--- src/rtl/mem_access_stage.sv ---
// MEM stage: drives data memory over a req/ready handshake with variable latency,
// stalls the front end while an access is outstanding and registers the MEM/WB bundle.
module mem_access_stage #(
  parameter logic [7:0] TIMEOUT = 8'd255
) (
  input  logic        clk,
  input  logic        rst,
  input  logic        MemWritei,
  input  logic        RegWritei,
  input  logic [1:0]  WDSeli,
  input  logic [4:0]  A3i,
  input  logic [31:0] writedatai,
  input  logic [31:0] aluouti,
  input  logic [31:0] PCi,
  output logic        dm_req,
  output logic        dm_we,
  output logic [31:0] dm_addr,
  output logic [31:0] dm_wdata,
  input  logic        dm_ready,
  input  logic [31:0] dm_rdata,
  output logic        stall,
  output logic        RegWriteo,
  output logic [1:0]  WDSelo,
  output logic [4:0]  A3o,
  output logic [31:0] aluouto,
  output logic [31:0] PCo,
  output logic [31:0] memdatao,
  output logic        bus_err
);
  typedef enum logic [1:0] {IDLE, WAIT, DONE} state_t;

  typedef struct packed {
    logic        rw;
    logic [1:0]  wdsel;
    logic [4:0]  a3;
    logic [31:0] alu;
    logic [31:0] pc;
  } memwb_t;

  state_t      state, state_nxt;
  memwb_t      wb, wb_d;
  logic [31:0] md_d, cap;
  logic [7:0]  cnt;
  logic        abort, mem_op, is_load, aligned, timeout, stall_int;

  assign mem_op  = MemWritei | (WDSeli == 2'b01);
  assign is_load = ~MemWritei & (WDSeli == 2'b01);
  assign aligned = (aluouti[1:0] == 2'b00);
  assign timeout = ~dm_ready & (cnt == TIMEOUT - 8'd1);

  always_comb begin
    state_nxt = state;
    stall_int = 1'b0;
    case (state)
      IDLE: if (mem_op) begin
        stall_int = 1'b1;
        state_nxt = aligned ? WAIT : DONE;
      end
      WAIT: begin
        stall_int = 1'b1;
        if (dm_ready || timeout) state_nxt = DONE;
      end
      DONE:    state_nxt = IDLE;
      default: state_nxt = IDLE;
    endcase
  end

  assign stall = stall_int & ~rst;

  always_ff @(posedge clk or posedge rst)
    if (rst) state <= IDLE;
    else     state <= state_nxt;

  // MEM/WB next value: bubble while stalled, EX/MEM copy otherwise
  always_comb begin
    wb_d = '0;
    md_d = 32'd0;
    if (!stall_int) begin
      wb_d = '{rw: RegWritei, wdsel: WDSeli, a3: A3i, alu: aluouti, pc: PCi};
      if (state == DONE) begin
        md_d = cap;
        if (abort && is_load) wb_d.rw = 1'b0;
      end
    end
  end

  always_ff @(posedge clk or posedge rst) begin
    if (rst) begin
      wb       <= '0;
      memdatao <= 32'd0;
      dm_req   <= 1'b0;
      dm_we    <= 1'b0;
      dm_addr  <= 32'd0;
      dm_wdata <= 32'd0;
      cnt      <= 8'd0;
      abort    <= 1'b0;
      cap      <= 32'd0;
      bus_err  <= 1'b0;
    end else begin
      wb       <= wb_d;
      memdatao <= md_d;
      case (state)
        IDLE: if (mem_op) begin
          if (aligned) begin
            dm_req   <= 1'b1;
            dm_we    <= MemWritei;
            dm_addr  <= aluouti;
            dm_wdata <= writedatai;
            cnt      <= 8'd0;
          end else begin
            bus_err <= 1'b1;
            abort   <= 1'b1;
            cap     <= 32'hDEADBEEF;
          end
        end
        WAIT: begin
          if (dm_ready) begin
            cap    <= MemWritei ? 32'd0 : dm_rdata;
            dm_req <= 1'b0;
            dm_we  <= 1'b0;
          end else if (timeout) begin
            dm_req  <= 1'b0;
            bus_err <= 1'b1;
            abort   <= 1'b1;
            cap     <= 32'hDEADBEEF;
          end else begin
            cnt <= cnt + 8'd1;
          end
        end
        DONE:    abort <= 1'b0;
        default: ;
      endcase
    end
  end

  assign RegWriteo = wb.rw;
  assign WDSelo    = wb.wdsel;
  assign A3o       = wb.a3;
  assign aluouto   = wb.alu;
  assign PCo       = wb.pc;
endmodule
--- config.mk ---
export PLATFORM = sky130hd
export DESIGN_NAME = mem_access_stage
export DESIGN_NICKNAME = d
export VERILOG_FILES = /design/src/rtl/mem_access_stage.sv
export SDC_FILE = /design/constraint.sdc
export NUM_CORES = 1
export LEC_CHECK = 0
export CORE_MARGIN = 5
export CORE_UTILIZATION = 50
export DETAILED_ROUTE_END_ITERATION = 10
export DONT_BUFFER_PORTS = 1
export GPL_TIMING_DRIVEN = 0
export PLACE_DENSITY = 0.73
export SLEW_MARGIN = 30
export SYNTH_ARGS = -nofsm -noshare
export SYNTH_HDL_FRONTEND = slang
export SYNTH_SLANG_ARGS = --single-unit
--- constraint.sdc ---
create_clock -name clk -period 8.93 [get_ports clk]
set_input_delay 1.3395 -clock clk [delete_from_list [all_inputs] [get_ports clk]]
set_output_delay 1.3395 -clock clk [all_outputs]
set_load 0.005 [all_outputs]
=== Yosys cells after proc, flatten, opt, wreduce, memory -nomap -nowiden ===
Cells that the tools add are included.

* Output and inout port bits: 172
* Bits of input ports: 140
* Register bits after elaboration: 214
* Logic and storage cells: 87

* Eq/ne operators: 13
* Muxes and demuxes: 37
* Add/sub/neg operators: 1
* Bitwise logic cells: 7
* Reduce and logical (&&, ||, !) cells: 14

{| class="wikitable"
|+ Operator list
! kind !! number
|-
| two-way mux 32 bit || 7
|-
| two-way mux 72 bit || 1
|-
| one-hot mux 32 bit (2 select lines) || 1
|-
| two-way mux 8 bit || 4
|-
| != test 2 bit, second input constant || 8
|-
| one-hot mux 8 bit (2 select lines) || 1
|-
| AND reduction 5 bit || 3
|-
| two-way mux 1 bit || 14
|-
| AND reduction 4 bit || 3
|-
| adder 8 x 1 -> 8 bit, second input constant || 1
|-
| == test 8 bit, second input constant || 1
|-
| one-hot mux 1 bit (2 select lines) || 4
|-
| two-way mux 2 bit || 3
|-
| == test 2 x 1 -> 1 bit, second input constant || 2
|-
| logical NOT 2 bit || 2
|-
| one-hot mux 2 bit (2 select lines) || 1
|-
| bitwise AND 1 bit || 3
|-
| != test 3 bit, second input constant || 1
|-
| NOT 1 bit || 3
|-
| one-hot mux 1 bit (3 select lines) || 1
|-
| AND reduction 3 bit || 1
|-
| nonzero test 3 bit || 1
|-
| == test 2 bit, second input constant || 1
|-
| AND reduction 2 bit || 1
|-
| other kinds (4) || 4
|}

=== Longest topological paths before layout ===
* Depth after elaboration: 6
* Mapped depth: 8
* Gate-level depth less buffers: 7

=== Least setup slack after synthesis ===
Ideal clock, no wire load.

* Path kind: in2out
* Start: input port rst
* End: output port stall
* Data arrival time: 6.258 ns
* Path buffers: 0
* Data required time: 7.590 ns
* Slack: 1.332 ns
* Stages: 2
* Path through: inv_1 > and2_1

* Cells in the longest elaborated chain, start to end: 2

{| class="wikitable"
|+ RTL lines
! what !! line !! source
|-
| start, declared || 7 || <nowiki>input logic rst,</nowiki>
|-
| NOT 1 bit || 68 || <nowiki>assign stall = stall_int & ~rst;</nowiki>
|-
| bitwise AND 1 bit || 68 ||
|-
| end, declared || 21 || <nowiki>output logic stall,</nowiki>
|}

No other way between the ends.

=== Worst setup path in the final report ===
* Start: input port WDSeli[0]
* End: output port stall

* Cells in the longest elaborated chain, start to end: 5

{| class="wikitable"
|+ RTL lines
! what !! line !! source
|-
| start, declared || 10 || <nowiki>input logic [1:0] WDSeli,</nowiki>
|-
| == test 2 x 1 -> 1 bit || 46 || <nowiki>assign mem_op = MemWritei | (WDSeli == 2'b01);</nowiki>
|-
| OR 1 bit || 46 ||
|-
| two-way mux 1 bit || 55 || <nowiki>IDLE: if (mem_op) begin</nowiki>
|-
| one-hot mux 1 bit (2 select lines) || 54 || <nowiki>case (state)</nowiki>
|-
| bitwise AND 1 bit || 68 ||
|}

No other way between the ends.

==> flow_summary_export.csv <==
group,metric,value,unit
final_layout,synthToLayoutAreaGrowth,13.2,%
final_layout,n_antenna_cell,0,
placement,post_dp_cell_area,8200,µm²
synth,yosys.area.top_type,"dfrtp_1",
synth,async_flop_share,100,%
timing,final_hold_viol_count,0,
timing,period_share,44.0,%
critical_path,max_stage_delay,0.49,ns
critical_path,crit_type,"in -> out",
power_and_ir_drop,finalPower,2.67,mW
cts,clkSlewWorstSetupHoldPaths,0.06,ns
synth,syn_area_per_cell,14.9,µm²
timing,finalCriticalPeriod,3.93,ns
die,die_area,18400,µm²
synth,seq_area_frac_synth,68.0,%
synth,yosysWarnings,0,
timing,fin_tns_setup,0,ns
placement,globalplace.congestion,0.885,
cts,clockBufferDepth,3,
placement,dp_hpwl,13.6,mm
synth,synth_common_cells,"dfrtp_1 (214), nor2b_1 (73), mux2_2 (63), and2_1 (35), nand2b_1 (27)",
critical_path,crit_path_end_kind,"primary output",
synth,synth_cells,527,
synth,yosysMostFrequentCell,"dfrtp_1",
power_and_ir_drop,comb_power_share,14.2,%
global_route,gr-usage-all-layers,19.3,%
final_layout,regArea,5360,µm²
timing,rsz0062_at_grt,"false",
timing,fin_hold_ws,0.479,ns
min_path,hp-class,"reg -> reg",
synth,synthTopCellsByArea,"dfrtp_1 (68%), mux2_2 (9.0%), nor2b_1 (5.8%)",
final_layout,stdcell_area,8910,µm²
die,initial_core_util,51.4,%
cts,post-cts-setup-buffers,0,
final_layout,fin_nets,695,
critical_path,crit_family,"simple AND/OR/NAND/NOR gates",
final_layout,multi_input_area,2330,µm²
critical_path,startpoint_type,"input pin",
route,drc,0,
synth,yosys.area.top_type_share,68.0,%
power_and_ir_drop,p_leak,3.97,nW
cts,clock_sinks,214,
run_status,status,"complete, no violations",
cts,insertion_delay,0.49,ns
timing,worst_pin_slew,0.842,ns
critical_path,crit_fanout,10,
power_and_ir_drop,power.density,300,nW/µm²
global_route,antenna_found_initial,2,
global_route,grt_pass1_vias,4589,
power_and_ir_drop,p_seq_share,52.4,%
route,drtPass1Iterations,4,
route,drtAntennaViolNets,0,
die,core,15300,µm²
power_and_ir_drop,power_switching,0.718,mW
synth,synth.distinct_cells,41,
placement,port_buffers,0,
timing,relSlewSlack,43.4,%
die,die_w,135,µm
global_route,grt_pass1_wl,27.2,mm
timing,fin_skew,0.00834,ns
cts,numCtsBuffers,22,
synth,synth_fp_nets,669,
synth,synth-main-ff-cell,"dfrtp_1",
cts,cts_resized,0,
route,viasPerCell,5.38,
die,rows,45,
critical_path,crit_slowest_cell,"clkbuf_1",
final_layout,final_util,58.2,%
critical_path,worst-endpoint-required,7.59,ns
synth,syn_area,7870,µm²
die,ios,312,
cts,root_buffer,"clkbuf_16",
route,totalWireLength,18.1,mm
timing,max_freq,0.254,GHz
synth,synth_seq_cells,214,
critical_path,crit_buf_inv,1,
cts,htreeDepth,1,
power_and_ir_drop,ir_drop,190,µV
cts,hold_buffers,0,
cts,cts_tree,"yes",
critical_path,path_cells,"nor2b_1 > o31a_1 > clkbuf_1 > and2_1",
power_and_ir_drop,p_int,1.95,mW
power_and_ir_drop,p_clk_share,33.3,%
power_and_ir_drop,switching_share,26.9,%
job,drv_cap,0,
critical_path,critPathArrivalTime,2.59,ns
timing,final-setup-viol-count,0,
route,drtIter0Drc,200,
final_layout,fill_cells,1185,
global_route,grt_max_degree,102,
synth,synth_edf_count,0,
route,detail_route.wl_per_cell,23.3,µm
global_route,grt-ovfl-total,0,
die,fp.dieH,135,µm
timing,finalMaxSlewViolations,0,
final_layout,drive_gt1_share,24.3,%
route,vias,4184,
registers in the layout (all words and copies together), names as in the netlist, 2 cells and up:
register,count
PCo,32
aluouto,32
cap,32
dm_addr,32
dm_wdata,32
memdatao,32
cnt,8
A3o,5
WDSelo,2
state,2
cell families (layout without fill, tap and decap cells):
kind of cell | after synthesis | in the layout | synth area share [%]
compound gates | 56 | 56 | 7.33
fa+ha+maj | 2 | 2 | 0.318
flops | 214 | 214 | 68.0
simple gates | 160 | 160 | 13.0
buf+inv | 32 | 72 | 2.35
mux | 63 | 63 | 9.01
power groups by stage:
stage	registers, mW	clock network [mW]	logic (mW)
3_5_place_dp	1.42	0	0.389
6_report	1.40	0.891	0.381
3_3_place_gp	1.41	0	0.363
5_1_grt	1.43	0.948	0.424
4_1_cts	1.41	0.910	0.389
2_1_floorplan	1.35	0	0.313
metrics by stage:
stage	setup WS, ns	instances
finish	5.00	778
global route	4.90	778
CTS	4.96	778
detailed placement	4.98	740
global placement	0.0465	738
floorplan	1.33	527
cells in the final DEF, fill, tap and decap left out, types with 7 or more instances in the layout:
cell       Yosys  layout
nand3_1        7       7
clkbuf_16      0      23
clkbuf_1      13      17
and2_1        35      35
nor2b_1       73      73
a22o_1         8       8
nand2b_1      27      27
a2bb2oi_2     19      19
dfrtp_1      214     214
buf_2          7       7
mux2_2        63      63
path summary, 6_finish.rpt:
kind                            from      endpoint  slack [ns]  cells after the start
min in group asynchronous        rst       PCo[19]        0.69                      1
max in group asynchronous        rst   dm_wdata[7]        7.41                      2
setup / recovery           WDSeli[0]         stall        5.00                      4
hold reg to reg              cap[22]  memdatao[22]        0.48                      1
setup reg to reg            state[1]       PCo[23]        6.99                      5
hold / removal               cap[22]  memdatao[22]        0.48                      1
cell type report:
class	instances	share of cell area, %
Sequential cell	214	60.1
Multi-Input combinational cell	281	26.2
Clock buffer	32	7.40
Tap cell	211	2.96
Buffer	25	1.73
Clock inverter	6	0.618
Timing Repair Buffer	2	0.618
Inverter	7	0.435
layer usage:
| metal | GRT usage, % | routed length, µm | up-vias |
|---|---|---|---|
| li1 | - | - | 1828 |
| met1 | 22.6 | 6600 | 2100 |
| met2 | 32.7 | 9060 | 217 |
| met3 | 8.17 | 2030 | 35 |
| met4 | 5.10 | 397 | 4 |
| met5 | 0 | 25 | - |
(Power assumes the default switching activity.)
